===== src/rtl/seq_pkg.sv =====
// Shared types and default pattern constants for the serial pattern transmitter.
package seq_pkg;

  typedef enum logic [1:0] {IDLE, SHIFT} tx_state_t;

  localparam int unsigned PAT_W_DEF = 4;
  localparam logic [3:0]  PATTERN_DEF = 4'b1011;

endpackage


===== src/rtl/seq_pattern_tx_if.sv =====
// Parallel word handshake into the serializer.
interface seq_pattern_tx_if #(
  parameter int unsigned WORD_W = 8
) ();

  logic [WORD_W-1:0] word_in;
  logic              word_valid;
  logic              word_ready;

  modport master (
    output word_in,
    output word_valid,
    input  word_ready
  );

  modport slave (
    input  word_in,
    input  word_valid,
    output word_ready
  );

endinterface


===== src/rtl/seq_pattern_ref.sv =====
// Reference model of a registered-output overlapping pattern detector plus a
// saturating match counter; usable standalone as a scoreboard model.
module seq_pattern_ref
  import seq_pkg::*;
#(
  parameter int unsigned      PAT_W   = PAT_W_DEF,
  parameter logic [PAT_W-1:0] PATTERN = PATTERN_DEF,
  parameter int unsigned      CNT_W   = 16
) (
  input  logic             clk,
  input  logic             reset,
  input  logic             bit_i,
  output logic             expect_detect_o,
  output logic [CNT_W-1:0] match_count_o
);

  localparam int unsigned     FillW   = (PAT_W > 2) ? $clog2(PAT_W) : 1;
  localparam logic [FillW-1:0] FillMax = FillW'(PAT_W - 1);

  logic [PAT_W-2:0]  hist_q, hist_d;
  logic [FillW-1:0]  fill_q, fill_d;
  logic [CNT_W-1:0]  cnt_q, cnt_d;
  logic              det_q;
  logic [PAT_W-1:0]  window;
  logic              hit;

  // Oldest bit sits in the MSB, matching the pattern's bit order.
  assign window = {hist_q, bit_i};
  assign hit    = (fill_q == FillMax) && (window == PATTERN);

  always_comb begin
    hist_d = window[PAT_W-2:0];
    fill_d = (fill_q == FillMax) ? fill_q : fill_q + FillW'(1);
    cnt_d  = cnt_q;
    if (hit && (cnt_q != {CNT_W{1'b1}})) begin
      cnt_d = cnt_q + CNT_W'(1);
    end
  end

  always_ff @(posedge clk) begin
    if (reset) begin
      hist_q <= '0;
      fill_q <= '0;
      cnt_q  <= '0;
      det_q  <= 1'b0;
    end else begin
      hist_q <= hist_d;
      fill_q <= fill_d;
      cnt_q  <= cnt_d;
      det_q  <= hit;
    end
  end

  assign expect_detect_o = det_q;
  assign match_count_o   = cnt_q;

endmodule


===== src/rtl/seq_pattern_tx.sv =====
// MSB-first word serializer with a built-in reference pattern tracker on the
// emitted line, for driving and scoring a sequence detector.
module seq_pattern_tx
  import seq_pkg::*;
#(
  parameter int unsigned      WORD_W  = 8,
  parameter int unsigned      PAT_W   = PAT_W_DEF,
  parameter logic [PAT_W-1:0] PATTERN = PATTERN_DEF,
  parameter int unsigned      CNT_W   = 16
) (
  input  logic             clk,
  input  logic             reset,
  seq_pattern_tx_if.slave  word_if,
  output logic             seq_out,
  output logic             seq_valid,
  output logic             expect_detect,
  output logic [CNT_W-1:0] match_count,
  output logic             busy
);

  localparam int unsigned         BitCntW = (WORD_W > 2) ? $clog2(WORD_W) : 1;
  localparam logic [BitCntW-1:0]  LastBit = BitCntW'(WORD_W - 1);

  tx_state_t          state_q;
  logic [WORD_W-1:0]  shift_q;
  logic [BitCntW-1:0] bit_cnt_q;
  logic               seq_out_q;
  logic               seq_valid_q;
  logic               ready;
  logic               accept;

  // Ready on the last bit lets a queued word follow with no idle bubble.
  assign ready  = (state_q == IDLE) || ((state_q == SHIFT) && (bit_cnt_q == LastBit));
  assign accept = word_if.word_valid && ready;

  always_ff @(posedge clk) begin
    if (reset) begin
      state_q     <= IDLE;
      shift_q     <= '0;
      bit_cnt_q   <= '0;
      seq_out_q   <= 1'b0;
      seq_valid_q <= 1'b0;
    end else if (accept) begin
      state_q     <= SHIFT;
      shift_q     <= {word_if.word_in[WORD_W-2:0], 1'b0};
      bit_cnt_q   <= '0;
      seq_out_q   <= word_if.word_in[WORD_W-1];
      seq_valid_q <= 1'b1;
    end else begin
      case (state_q)
        SHIFT: begin
          if (bit_cnt_q != LastBit) begin
            shift_q     <= {shift_q[WORD_W-2:0], 1'b0};
            bit_cnt_q   <= bit_cnt_q + BitCntW'(1);
            seq_out_q   <= shift_q[WORD_W-1];
            seq_valid_q <= 1'b1;
          end else begin
            state_q     <= IDLE;
            seq_out_q   <= 1'b0;
            seq_valid_q <= 1'b0;
          end
        end
        default: begin
          state_q     <= IDLE;
          seq_out_q   <= 1'b0;
          seq_valid_q <= 1'b0;
        end
      endcase
    end
  end

  assign word_if.word_ready = ready;
  assign seq_out            = seq_out_q;
  assign seq_valid          = seq_valid_q;
  assign busy               = (state_q == SHIFT);

  // Tracker watches the line itself, idle zeros included.
  seq_pattern_ref #(
    .PAT_W   (PAT_W),
    .PATTERN (PATTERN),
    .CNT_W   (CNT_W)
  ) u_ref (
    .clk             (clk),
    .reset           (reset),
    .bit_i           (seq_out_q),
    .expect_detect_o (expect_detect),
    .match_count_o   (match_count)
  );

  a_idle_low: assert property (@(posedge clk) disable iff (reset) !seq_valid |-> !seq_out);

endmodule


===== src/flat_wrapper.sv =====
// flat-port wrapper written by rule: the top's interface ports become plain ports
module seq_pattern_tx_flat import seq_pkg::*;
#(
  parameter int unsigned      WORD_W  = 8,
  parameter int unsigned      PAT_W   = PAT_W_DEF,
  parameter logic [PAT_W-1:0] PATTERN = PATTERN_DEF,
  parameter int unsigned      CNT_W   = 16
)
  (clk, reset, seq_out, seq_valid, expect_detect, match_count, busy, word_if_word_in, word_if_word_valid, word_if_word_ready);
  seq_pattern_tx_if #(.WORD_W(WORD_W)) word_if_i ();
  input  logic clk;
  input  logic reset;
  output logic seq_out;
  output logic seq_valid;
  output logic expect_detect;
  output logic [CNT_W-1:0] match_count;
  output logic busy;
  input wire logic [$bits(word_if_i.word_in)-1:0] word_if_word_in;
  input wire logic [$bits(word_if_i.word_valid)-1:0] word_if_word_valid;
  output wire logic [$bits(word_if_i.word_ready)-1:0] word_if_word_ready;
  assign word_if_i.word_in = word_if_word_in;
  assign word_if_i.word_valid = word_if_word_valid;
  assign word_if_word_ready = word_if_i.word_ready;
  seq_pattern_tx #(.WORD_W(WORD_W), .PAT_W(PAT_W), .PATTERN(PATTERN), .CNT_W(CNT_W)) u_core (.clk(clk), .reset(reset), .word_if(word_if_i), .seq_out(seq_out), .seq_valid(seq_valid), .expect_detect(expect_detect), .match_count(match_count), .busy(busy));
endmodule

===== config.mk =====
export PLATFORM = sky130hd
export DESIGN_NAME = seq_pattern_tx_flat
export DESIGN_NICKNAME = d
export VERILOG_FILES = /design/src/rtl/seq_pkg.sv /design/src/rtl/seq_pattern_tx_if.sv /design/src/rtl/seq_pattern_ref.sv /design/src/rtl/seq_pattern_tx.sv /design/src/flat_wrapper.sv
export SDC_FILE = /design/constraint.sdc
export NUM_CORES = 1
export LEC_CHECK = 0
export BUFFER_PORTS_ARGS = -buffer_cell sky130_fd_sc_hd__buf_2
export CAP_MARGIN = 30
export CORE_ASPECT_RATIO = 0.8
export CORE_UTILIZATION = 35
export CTS_BUF_LIST = sky130_fd_sc_hd__clkbuf_4 sky130_fd_sc_hd__clkbuf_8 sky130_fd_sc_hd__clkbuf_16
export DETAILED_ROUTE_END_ITERATION = 8
export PLACE_DENSITY_LB_ADDON = 0.1
export SYNTH_ARGS = -nofsm -noshare
export SYNTH_HDL_FRONTEND = slang
export SYNTH_SLANG_ARGS = --single-unit

===== constraint.sdc =====
create_clock -name clk -period 3.4 [get_ports clk]
set_clock_uncertainty 0.2 [all_clocks]
set_input_delay 0 -clock clk [delete_from_list [all_inputs] [get_ports clk]]
set_output_delay 0 -clock clk [all_outputs]
set_load 0.005 [all_outputs]

Word-level counts from Yosys, hierarchy flattened. Index checks and enable logic that the tools add are counted.

Add/sub/neg operators: 3. Equal/unequal tests: 6. Mux-type cells: 12. Reduce and logical (&&, ||, !) cells: 11.

Operators by type and width (count): $mux 8 (3); $add 16x1->16 const B (1); $ne 16x16->1 const B (1); $mux 1 (9); $eq 4x4->1 const B (1); $logic_and 1x1->1 (4); $reduce_and 2->1 (2); $reduce_bool 2->1 (2); $add 3x1->3 const B (1); $eq 3x3->1 const B (1); $ne 3x2->1 const B (1); $ne 3x3->1 const B (1); $add 2x1->2 const B (1); $eq 2x2->1 const B (1); $logic_not 2->1 (1); $reduce_or 2->1 (1); $logic_or 1x1->1 (1).

Flip-flop bits (word level): 35. Output and inout port bits: 21. Word-level logic and storage cells: 41.

Depth between registers and ports, before layout.
Depth in word-level cells: 6. Gate-level depth with buffers: 7. Mapped depth without buffers: 7.

Modules after synthesis. A second synthesis with hierarchy kept.

Cell total of the unflattened synthesis: 174. Area total of the unflattened synthesis: 1639.1 um2.

Modules (own cells, without submodules): seq_pattern_ref (times used 1, cells each 119, area each 1087.3 um2, seq. area each 440.4 um2); seq_pattern_tx (times used 1, cells each 55, area each 551.8 um2, seq. area each 260.2 um2).

Worst setup path before layout. No wires, ideal clock.

Path kind: register to register. From: register u_core.bit_cnt_q[0]. To: register u_core.seq_out_q, in the netlist u_core.seq_out. Setup time: 132 ps. Arrival: 1583 ps. Setup slack: 1484 ps. Cell stages (with the launch flop): 8. Cell sequence: dfxtp_1 > ha_1 > ha_1 > nor2b_1 > clkinv_1 > buf_1 > nand3_1 > a21oi_1.

Word-level cells in the longest chain between the ends: 5. Elaborated cells on any way between the ends: 8.

Ends and longest elaborated chain: start, declared (line seq_pattern_tx.sv:26) `logic [BitCntW-1:0] bit_cnt_q;`; start signal, assigned (line seq_pattern_tx.sv:54) `bit_cnt_q <= bit_cnt_q + BitCntW'(1);`; $eq 3x3->1 (line seq_pattern_tx.sv:33) `assign ready = (state_q == IDLE) || ((state_q == SHIFT) && (bit_cnt_q == LastBit));`; $logic_and 1x1->1 (line seq_pattern_tx.sv:33); $logic_or 1x1->1 (line seq_pattern_tx.sv:33); net word_if_word_ready (line flat_wrapper.sv:20) `output wire logic [$bits(word_if_i.word_ready)-1:0] word_if_word_ready;`; $logic_and 1x1->1 (line seq_pattern_tx.sv:34) `assign accept = word_if.word_valid && ready;`; $mux 1 (line seq_pattern_tx.sv:43) `end else if (accept) begin`; end signal, assigned (line seq_pattern_tx.sv:47) `seq_out_q <= word_if.word_in[WORD_W-1];`; end signal, assigned (line seq_pattern_tx.sv:55) `seq_out_q <= shift_q[WORD_W-1];`; end, declared (line seq_pattern_tx.sv:27) `logic seq_out_q;`.

The timed path passes the listed nets, and every way through them passes these cells. A chain may end at the register's enable or synchronous reset.

Worst setup path after layout.
From: register u_core.bit_cnt_q[0]. To: register u_core.seq_out_q, in the netlist u_core.seq_out.

Word-level cells in the longest chain between the ends: 5. Elaborated cells on any way between the ends: 8.

Ends and longest elaborated chain (line): $eq 3x3->1 (seq_pattern_tx.sv:33); $logic_and 1x1->1 (seq_pattern_tx.sv:33); $logic_or 1x1->1 (seq_pattern_tx.sv:33); $logic_and 1x1->1 (seq_pattern_tx.sv:34); $mux 1 * (seq_pattern_tx.sv:43).

Mark *: on every way between the ends. The rest lies on a longest branch, timed or not.

==> flow_metrics.tcl <==
set metrics [dict create \
    outcome "finished clean" \
    final_common_cell "dfxtp_1" \
    cts_max_level 2 \
    seqPwrFrac_pct 54.6 \
    powerDensity_nw_per_um2 408 \
    ys_warn_count 0 \
    pwr-share-clk_pct 37.3 \
    rsz0062_at_grt "false" \
    track_usage_pct 15.5 \
    timing.final.crit_share_pct 79.1 \
    fmax_mhz 372 \
    arrival_ns 2.63 \
    antenna_found_initial 0 \
    final-seq-area_um2 701 \
    nets 225 \
    stdcell_count 267 \
    setup-violations-final 0 \
    cts.sinks 35 \
    vias 1390 \
    post-place-ws_ns 1.25 \
    avgSynthCellArea_um2 9.29 \
    syn-instance-count 169 \
    maxSlewViolCount 0 \
    portBuffers 31 \
    post-route-drc-count 0 \
    drive_gt1_share_pct 20.5 \
    cts_hold_buf 10 \
    wirelength_mm 3.27 \
    dieWidth_um 76.9 \
    cp-end-kind "flop" \
    syn_area_um2 1570 \
    dp.cells 250 \
    drt_iter0_markers 91 \
    die_area_um2 4760 \
    fin_util_pct 46.3 \
    power.share.combinational_pct 8.1 \
    root_buffer "clkbuf_8" \
    clk_pin_slew_worst_paths_ns 0.07 \
    max_stage_delay_ns 0.56 \
    worst-setup-path-type "reg2reg" \
    syn_nets 184 \
    crit_chain "ha_1 > ha_1 > nor2b_1 > clkinv_1 > nand3_1 > dlygate4sd3_1 > a21oi_1" \
    syn_to_final_growth_pct 24.6 \
    drv_cap 0 \
    die_y_um 61.9 \
    setup_ws_ns 0.710 \
    fillerInstances 449 \
    p_sw_share_pct 22.6 \
    slew_headroom_pct 55.1 \
    clk_path_buf_depth 2 \
    synth.distinct_cells 39 \
    first_pass_iters 4 \
    hold_viol_final 0 \
    ys_seq_elements 35 \
    vdd_ir_drop_max_mv 0.227 \
    final_cell_mix "dfxtp_1 (35), buf_2 (31), nor2_1 (18), a21oi_1 (14)" \
    power.internal_w 0.000618 \
    n_antenna_cell 0 \
    setup_tns_ns 0 \
    initial_utilization_pct 37.1 \
    min_period_ns 2.69 \
    core_um2 4230 \
    cts_tree "done" \
    hold_path.class "in2reg" \
    grt_pass1_vias 1218 \
    r2r_slack_ns 0.71 \
    dp_hpwl_mm 2.24 \
    multiInputGateArea_um2 816 \
    place_congestion 0.772 \
    post_cts_buffers 0 \
    drtAntennaViolNets 0 \
    critPathSlowestCell "dlygate4sd3_1" \
    cts-buffers-inserted 5 \
    grt_max_degree 40 \
    rows 21 \
    synth_seq_area_share_pct 44.6 \
    grt_overflow_total 0 \
    leakage_nw 0.806 \
    cp_max_fo 17 \
    start_kind "flop" \
    p_sw_w 0.000180 \
    io_pins 32 \
    via_per_inst 5.21 \
    clkLatencyLatePin_ns 0.28 \
    cts_resized 0 \
    grt_pass1_wl_mm 5.66 \
    worst_slew_pin_slew_ns 0.673 \
    cpMostUsedCell "ha_1" \
    cp_data_required_time_ns 3.34 \
    wire_per_inst_um 12.2 \
]
layout make-up:
class | instances | area share, %
Clock buffer | 6 | 4.22
Tap cell | 57 | 3.64
Sequential cell | 35 | 35.8
Multi-Input combinational cell | 121 | 41.7
Inverter | 5 | 0.959
Clock inverter | 1 | 0.256
Timing Repair Buffer | 42 | 13.4
critical path, delay by kind of cell, from the launching register on:
family	cells	cell delay, ns
buffers and inverters	2	1.03
and+or+nand+nor	2	0.52
DFF	1	0.33
adders and majority gates	2	0.40
AOI/OAI and AO/OA	1	0.06
routing by layer:
metal  routed length (um)  global-route usage (%)
met3                  134                    4.38
met4                   62                    8.24
met1                 1740                    20.5
met2                 1330                    23.5
met5                    0                       0
synthesized netlist by cell type, drive strengths merged:
cell type,instances,area [um2]
dfxtp,35,701
nor2,18,67.6
a21oi,14,70.1
mux2i,10,100
nand4,9,62.6
a211oi,7,52.6
nand2,7,26.3
nor2b,7,43.8
or4,6,45.0
buf,5,23.8
o31ai,5,37.5
ha,4,50.1
inv,4,15.0
o21ai,4,20.0
clkbuf,3,11.3
mux2,3,33.8
nand3b,3,22.5
or3,3,18.8
a31oi,2,12.5
and2,2,12.5
and3,2,12.5
nand2b,2,12.5
nand3,2,15.0
nor4,2,18.8
a311oi,1,8.76
and4,1,8.76
and4b,1,10.0
and4bb,1,12.5
clkinv,1,3.75
nor3,1,5.00
nor3b,1,7.51
o2111a,1,11.3
o41ai,1,8.76
xor2,1,8.76
power groups by stage:
| stage | logic, W | clock network (W) | registers (W) |
|---|---|---|---|
| 6_report | 0.0000643 | 0.000298 | 0.000436 |
| 5_1_grt | 0.0000745 | 0.000329 | 0.000438 |
| 4_1_cts | 0.0000655 | 0.000310 | 0.000436 |
| 3_5_place_dp | 0.0000560 | 0 | 0.000445 |
| 3_3_place_gp | 0.0000548 | 0 | 0.000444 |
| 2_1_floorplan | 0.0000411 | 0 | 0.000443 |
registers in the layout, indices dropped and copies added, names as in the netlist:
signal	flops
u_core.bit_cnt_q	3
u_core.seq_out	1
u_core.seq_valid	1
u_core.shift_q	7
u_core.state_q	1
u_core.u_ref.expect_detect_o	1
u_core.u_ref.fill_q	2
u_core.u_ref.hist_q	3
u_core.u_ref.match_count_o	16
cell families (layout without fill, tap and decap cells):
family,after synthesis,after routing,share of synthesized area [%]
compound gates,35,35,14.1
xor+xnor,1,1,0.558
fa+ha+maj,4,4,3.19
buf+inv,13,54,3.43
flops,35,35,44.6
mux,13,13,8.53
simple gates,68,68,25.6
worst paths after layout:
kind | to | cells past startpoint | start
min | u_core.shift_q[3] | 3 | word_if_word_valid
min reg2reg | u_core.u_ref.hist_q[1] | 1 | u_core.u_ref.hist_q[0]
max | u_core.seq_out | 7 | u_core.bit_cnt_q[0]
max reg2reg | u_core.seq_out | 7 | u_core.bit_cnt_q[0]
metrics by stage:
stage	power, W	instance area [um2]	hold WS [ns]
3_5_place_dp	0.000501	1770	0.0845
2_1_floorplan	0.000484	1570	-0.0325
6_report	0.000799	1960	0.0109
3_3_place_gp	0.000499	1770	0.0887
5_1_grt	0.000842	1960	0.0204
4_1_cts	0.000812	1960	0.0000739
Power figures use the tool's default switching activity.
